File: src/rtl/uart_tx_pkt_arbiter.sv
`default_nettype none
// +----------------------------------------------------------------------+
// | Module   : uart_tx_pkt_arbiter                                       |
// | Function : Round-robin packetiser sharing one UART byte transmitter  |
// |            between two byte-stream sources. Each packet is sent as   |
// |            SYNC, channel ID, payload bytes, XOR checksum.            |
// | Revision : 1.0 - initial release                                     |
// +----------------------------------------------------------------------+
module uart_tx_pkt_arbiter #(
  parameter logic [7:0] SYNC_BYTE  = 8'hA5,
  parameter logic [7:0] GAP_CYCLES = 8'd4
) (
  input  logic       clk,
  input  logic       rst,
  input  logic [7:0] s0_data,
  input  logic       s0_valid,
  input  logic       s0_last,
  output logic       s0_ready,
  input  logic [7:0] s1_data,
  input  logic       s1_valid,
  input  logic       s1_last,
  output logic       s1_ready,
  output logic [7:0] tx_data,
  output logic       tx_valid,
  input  logic       tx_ready,
  output logic       busy,
  output logic       grant,
  output logic       pkt_done
);

  typedef enum logic [2:0] {
    ST_IDLE    = 3'd0,
    ST_HDR     = 3'd1,
    ST_ID      = 3'd2,
    ST_PAYLOAD = 3'd3,
    ST_CSUM    = 3'd4,
    ST_GAP     = 3'd5
  } state_t;

  state_t     state_q, state_d;
  logic [7:0] tx_data_q, tx_data_d;
  logic       tx_valid_q, tx_valid_d;
  logic       grant_q, grant_d;
  logic [7:0] csum_q, csum_d;
  logic       csum_ld_q, csum_ld_d;   // checksum byte already in the output register
  logic [7:0] gap_q, gap_d;

  logic       xfer;
  logic       pay_ready;
  logic       sel_valid;
  logic       sel_last;
  logic [7:0] sel_data;

  assign tx_data  = tx_data_q;
  assign tx_valid = tx_valid_q;
  assign busy     = (state_q != ST_IDLE);
  assign grant    = grant_q;

  // Next-state, output-register and handshake logic for the packet FSM
  always_comb begin
    state_d    = state_q;
    tx_data_d  = tx_data_q;
    tx_valid_d = tx_valid_q;
    grant_d    = grant_q;
    csum_d     = csum_q;
    csum_ld_d  = csum_ld_q;
    gap_d      = gap_q;
    pkt_done   = 1'b0;

    xfer      = tx_valid_q & tx_ready;
    sel_valid = grant_q ? s1_valid : s0_valid;
    sel_last  = grant_q ? s1_last  : s0_last;
    sel_data  = grant_q ? s1_data  : s0_data;
    // A payload byte can be taken when the output register is empty or draining
    pay_ready = (state_q == ST_PAYLOAD) & (~tx_valid_q | tx_ready);
    s0_ready  = pay_ready & ~grant_q;
    s1_ready  = pay_ready &  grant_q;

    // A transferred byte leaves the register empty unless reloaded below
    if (xfer) begin
      tx_valid_d = 1'b0;
    end

    case (state_q)
      ST_IDLE: begin
        if (s0_valid | s1_valid) begin
          // On a tie the channel that did not own the last packet wins
          grant_d    = (s0_valid & s1_valid) ? ~grant_q : s1_valid;
          tx_data_d  = SYNC_BYTE;
          tx_valid_d = 1'b1;
          csum_d     = 8'h00;
          csum_ld_d  = 1'b0;
          state_d    = ST_HDR;
        end
      end
      ST_HDR: begin
        if (xfer) begin
          tx_data_d  = {7'b0, grant_q};
          tx_valid_d = 1'b1;
          state_d    = ST_ID;
        end
      end
      ST_ID: begin
        if (xfer) begin
          state_d = ST_PAYLOAD;
        end
      end
      ST_PAYLOAD: begin
        if (sel_valid & pay_ready) begin
          tx_data_d  = sel_data;
          tx_valid_d = 1'b1;
          csum_d     = csum_q ^ sel_data;
          if (sel_last) begin
            state_d = ST_CSUM;
          end
        end
      end
      ST_CSUM: begin
        // First transfer here drains the last payload byte, second the checksum
        if (xfer) begin
          if (!csum_ld_q) begin
            tx_data_d  = csum_q;
            tx_valid_d = 1'b1;
            csum_ld_d  = 1'b1;
          end else begin
            pkt_done = 1'b1;
            gap_d    = 8'd0;
            state_d  = (GAP_CYCLES == 8'd0) ? ST_IDLE : ST_GAP;
          end
        end
      end
      ST_GAP: begin
        if (gap_q == GAP_CYCLES - 8'd1) begin
          gap_d   = 8'd0;
          state_d = ST_IDLE;
        end else begin
          gap_d = gap_q + 8'd1;
        end
      end
      default: begin
        state_d = ST_IDLE;
      end
    endcase
  end

  // State and output registers; reset abandons any packet in flight
  always_ff @(posedge clk) begin
    if (rst) begin
      state_q    <= ST_IDLE;
      tx_data_q  <= 8'h00;
      tx_valid_q <= 1'b0;
      grant_q    <= 1'b1;
      csum_q     <= 8'h00;
      csum_ld_q  <= 1'b0;
      gap_q      <= 8'd0;
    end else begin
      state_q    <= state_d;
      tx_data_q  <= tx_data_d;
      tx_valid_q <= tx_valid_d;
      grant_q    <= grant_d;
      csum_q     <= csum_d;
      csum_ld_q  <= csum_ld_d;
      gap_q      <= gap_d;
    end
  end

endmodule
`default_nettype wire

File: config.mk
export PLATFORM = sky130hd
export DESIGN_NAME = uart_tx_pkt_arbiter
export DESIGN_NICKNAME = d
export VERILOG_FILES = /design/src/rtl/uart_tx_pkt_arbiter.sv
export SDC_FILE = /design/constraint.sdc
export NUM_CORES = 1
export LEC_CHECK = 0
export BUFFER_PORTS_ARGS = -buffer_cell sky130_fd_sc_hd__buf_2
export CORE_MARGIN = 5
export CORE_UTILIZATION = 55
export CTS_BUF_LIST = sky130_fd_sc_hd__clkbuf_4 sky130_fd_sc_hd__clkbuf_8 sky130_fd_sc_hd__clkbuf_16
export DETAILED_ROUTE_END_ITERATION = 12
export PLACE_DENSITY = 0.77
export SYNTH_ARGS = -nofsm -noshare
export SYNTH_HDL_FRONTEND = slang
export SYNTH_SLANG_ARGS = --single-unit
export TNS_END_PERCENT = 10
File: constraint.sdc
create_clock -name clk -period 3.1 [get_ports clk]
set_input_delay 0 -clock clk [delete_from_list [all_inputs] [get_ports clk]]
set_output_delay 0 -clock clk [all_outputs]
set_load 0.03 [all_outputs]
=== Word level (Yosys, flattened, before mapping) ===
Index checks and enable logic that the tools add are counted.

* Register bits after elaboration: 30
* Word-level logic and storage cells: 85

* Add/subtract/negate cells: 1
* Equality and inequality tests: 15
* Multiplexer cells: 39
* Bitwise logic cells: 11
* Reductions and logical operators: 12

{| class="wikitable"
|+ Operators with widths
! cell !! count
|-
| two-way mux 8 bit || 11
|-
| one-hot mux 8 bit (2 select lines) || 2
|-
| one-hot mux 8 bit (4 select lines) || 1
|-
| two-way mux 3 bit || 8
|-
| one-hot mux 3 bit (6 select lines) || 1
|-
| != test 2 bit, second input constant || 8
|-
| two-way mux 1 bit || 14
|-
| AND reduction 3 bit || 3
|-
| adder 8 x 1 -> 8 bit, second input constant || 1
|-
| equality test 8 x 2 -> 1 bit, second input constant || 1
|-
| AND reduction 8 bit || 1
|-
| XOR 8 bit || 1
|-
| AND 1 bit || 6
|-
| equality test 3 x 2 -> 1 bit, second input constant || 2
|-
| equality test 3 bit, second input constant || 2
|-
| AND reduction 6 bit || 1
|-
| nonzero test 2 bit || 3
|-
| one-hot mux 1 bit (4 select lines) || 1
|-
| nonzero test 4 bit || 1
|-
| equality test 3 x 1 -> 1 bit, second input constant || 1
|-
| logical NOT 3 bit || 1
|-
| nonzero test 3 bit || 1
|-
| != test 2 x 1 -> 1 bit, second input constant || 1
|-
| NOT 1 bit || 2
|-
| 3 further kinds || 4
|}

=== Logic depth before layout (Yosys ltp) ===
* Word-level depth: 6
* Gate-level depth with buffers: 7
* Depth with buffers taken out: 6

=== Worst setup path before layout ===
OpenSTA, ideal clock, no wires.

* Kind: register to output
* Start point: reg grant_q, in the netlist grant
* End point: out s1_ready
* Arrival time: 1.798 ns
* Data required time: 3.100 ns
* Path slack: 1.302 ns
* Cell stages (with the launch flop): 4
* Cells stage by stage: dfxtp_1 -> buf_4 -> clkbuf_1 -> nor3b_1

* Longest elaborated chain between the ends: 1

{| class="wikitable"
|+ RTL lines
! what !! RTL line !! text
|-
| start: declaration || 43 || <nowiki>logic grant_q, grant_d;</nowiki>
|-
| start signal: assignment || 160 || <nowiki>grant_q <= grant_d;</nowiki>
|-
| AND 1 bit || 77 || <nowiki>s1_ready = pay_ready & grant_q;</nowiki>
|-
| end: declaration || 22 || <nowiki>output logic s1_ready,</nowiki>
|}

No other way between the ends.

=== Worst setup path after layout ===
* Start point: reg state_q[1]
* End point: reg csum_q[3]

* Longest elaborated chain between the ends: 5

{| class="wikitable"
|+ RTL lines
! what !! RTL line !! text
|-
| start: declaration || 40 || <nowiki>state_t state_q, state_d;</nowiki>
|-
| start signal: assignment || 157 || <nowiki>state_q <= state_d;</nowiki>
|-
| equality test 3 x 2 -> 1 bit || 75, 84 ||
|-
| AND 1 bit || 75 || <nowiki>pay_ready = (state_q == ST_PAYLOAD) & (~tx_valid_q | tx_ready);</nowiki>
|-
| AND 1 bit || 109 || <nowiki>if (sel_valid & pay_ready) begin</nowiki>
|-
| != test 2 x 1 -> 1 bit (no source line) || - ||
|-
| AND reduction 3 bit (no source line) || - ||
|-
| end signal: assignment || 161 || <nowiki>csum_q <= csum_d;</nowiki>
|-
| end: declaration || 44 || <nowiki>logic [7:0] csum_q, csum_d;</nowiki>
|}

Parallel ways exist; a longest one is shown, timed or not.
A chain may end at the register's enable or synchronous reset.

==> flow_metrics.tcl <==
set metrics [dict create \
    numPortBuffers 36 \
    clockRootBuffer "clkbuf_4" \
    antenna_found_initial 0 \
    worstReg2RegEnd "csum_q[3]" \
    start_util 0.5709 \
    whs_path_depth 2 \
    drcViolationCount 0 \
    fin_cells 279 \
    critPathLaunchType "flip-flop" \
    worstMarginPinSlew_ns 0.6979 \
    grt_pass1_wl_mm 6.858 \
    syn-cell-area_mm2 0.001743 \
    clockBufferDepth 2 \
    outcome "complete, no violations" \
    hold_violations 0 \
    final_antenna_net_count 0 \
    critPathTopFamily "flip-flops" \
    min_from "rst" \
    period_minus_slack_ns 1.992 \
    setup_violations 0 \
    path_buf_inv 0 \
    grt.total_usage 0.2029 \
    num_antenna_cells 0 \
    coreArea_mm2 0.003053 \
    htree_num_levels 2 \
    p_leak_nw 0.8523 \
    crit_chain "nand3b_2 -> a211oi_4 -> o21ai_0 -> xor2_1 -> nor2_1" \
    synth_area_leaders "dfxtp_1 34%, nor2_1 7.1%, mux2i_1 6.3%" \
    numCtsBuffers 5 \
    fin_tns_setup_ns 0 \
    path_clk_slew_ns 0.11 \
    final_util 0.6561 \
    die-area_mm2 0.004395 \
    die_y_um 66.30 \
    synth_top_area_share 0.3446 \
    layout_common_cells "36 x buf_2, 33 x nor2_1, 30 x dfxtp_1" \
    ys_dominant_reg_cell "dfxtp_1" \
    place_area_mm2 0.001929 \
    cp-end-kind "flip-flop" \
    vias 1547 \
    slew_headroom 0.5341 \
    fin_worst_skew_ns 0.01667 \
    rsz0062_at_grt "false" \
    multiInputGateArea_mm2 0.001079 \
    syn_nets 223 \
    arrival_ns 2.22 \
    worst_hold_path_type "input pin to flip-flop" \
    synth_largest_area_cell "dfxtp_1" \
    r2r_setup_slack_ns 1.11 \
    area_growth_pct 14.93 \
    crit_start "state_q[1]" \
    rr_worst_depth 5 \
    rr_startpoint "state_q[1]" \
    power_w 0.001760 \
    drive_gt1_frac 0.2766 \
    cts_tree "yes" \
    power_per_cell_area_mw_per_mm2 878.4 \
    synth_cell_types 48 \
    wl_mm 3.966 \
    gp_congestion 0.8305 \
    crit_required_ns 3.33 \
    cap_viol_max_count 0 \
    regArea_um2 600.6 \
    cts.sinks 30 \
    hpwl_mm 2.842 \
    fin_area_mm2 0.002003 \
    ys_ff_latch 30 \
    synth_edf_count 0 \
    io_pins 37 \
    slowest_delay_ns 0.73 \
    synthCells 199 \
    crit_type "flip-flop to flip-flop" \
    layout.nets 258 \
    clock.fmax_ghz 0.5021 \
    dp.cells 270 \
    die_w_um 66.30 \
    min_delay_worst_endpoint "gap_q[1]" \
    clock_latency_ns 0.35 \
    overflow 0 \
    synth_async_sr_flop_share 0 \
    path_max_fanout 18 \
    wire_per_inst_um 14.22 \
    ys_seq_area_frac 0.3446 \
    dr.pass1.iters 4 \
    fin_crit_sh 0.6424 \
    finalMaxSlewViolations 0 \
    first_global_vias 1558 \
    ir_worst_vdd_mv 0.4673 \
    dr.first_iter.drc_count 150 \
    final_common_cell "buf_2" \
    post_cts_buffers 0 \
    fillers 274 \
    grt_start_max_net_pins 22 \
    synth_warnings 0 \
    avgSynthCellArea_um2 8.758 \
    slowest_stage "dfxtp_1" \
    via_per_inst 5.545 \
    num_rows 20 \
]
sequential cells by signal (all words and copies together), names as in the netlist:
| name | cells |
|---|---|
| csum_ld_q | 1 |
| csum_q | 8 |
| gap_q | 8 |
| grant | 1 |
| state_q | 3 |
| tx_data | 8 |
| tx_valid | 1 |
repair_timing:
| item | in CTS | in global routing |
|---|---|---|
| hold endpoints to repair | 1 | 0 |
| resized for setup | 0 | 0 |
| hold buffers | 1 | 0 |
metrics by stage:
step                      worst slack, ns  hold slack [ns]
after CTS                           1.129          0.01478
after floorplan                     1.302           0.1628
after global routing               0.8670          0.01896
after detailed placement            1.157           0.3407
final                               1.108          0.01549
after global placement              1.134           0.3403
cell usage after synthesis, drive strengths merged, types with 2 or more instances:
cell type / n
nor2: 34
dfxtp: 30
o21ai: 14
mux2i: 11
xor2: 10
a21oi: 9
nand2: 9
mux2: 8
buf: 5
nor3: 5
a31oi: 4
and3: 4
clkbuf: 4
inv: 4
nand2b: 4
nand3: 4
o21bai: 4
xnor2: 4
a2bb2oi: 3
a32o: 3
nor2b: 3
a211oi: 2
a22oi: 2
a311oi: 2
nand4: 2
nor3b: 2
or2: 2
cell families after synthesis:
| group | Yosys count | share of synthesized area |
|---|---|---|
| and+or+nand+nor | 75 | 0.2398 |
| DFF | 30 | 0.3446 |
| xor gates and xnor gates | 14 | 0.07035 |
| AOI/OAI and AO/OA | 47 | 0.1866 |
| adders and majority gates | 1 | 0.007178 |
| buffers and inverters | 13 | 0.03661 |
| muxes | 19 | 0.1149 |
routing by layer:
metal / GRT usage / vias to the layer above / wire (µm)
met3: 0.05612 / 5 / 155
met1: 0.2510 / 731 / 1758
met4: 0.07868 / 0 / 59
met2: 0.3309 / 31 / 1992
li1: - / 780 / -
met5: 0 / - / 0
worst register-to-register path, stage by stage, from the launching register on:
cell	delay (ns)
dfxtp_1	0.73
nand3b_2	0.30
a211oi_4	0.44
o21ai_0	0.16
xor2_1	0.17
nor2_1	0.06
cell type report:
type	count	area share
Timing Repair Buffer	37	0.09494
Clock inverter	2	0.006246
Multi-Input combinational cell	156	0.5384
Inverter	4	0.007495
Clock buffer	6	0.02561
Sequential cell	30	0.2998
Tap cell	44	0.02748
where the power goes:
group | leakage [nW] | switching (W) | total, W | internal, W
logic | 0.573 | 0.000501 | 0.000887 | 0.000386
clock network | 0.0343 | 0.000148 | 0.000257 | 0.000109
registers | 0.245 | 0.000143 | 0.000616 | 0.000473
worst max path at each step:
stage | endpoint | slack (ns) | depth (start not counted)
floorplan | s1_ready | 1.30 | 3
global placement | state_q[2] | 1.13 | 5
detailed placement | state_q[2] | 1.16 | 5
CTS | state_q[2] | 1.13 | 5
global route | csum_q[3] | 0.87 | 5
finish | csum_q[3] | 1.11 | 5
No activity file was read; power rests on OpenSTA's default activity.
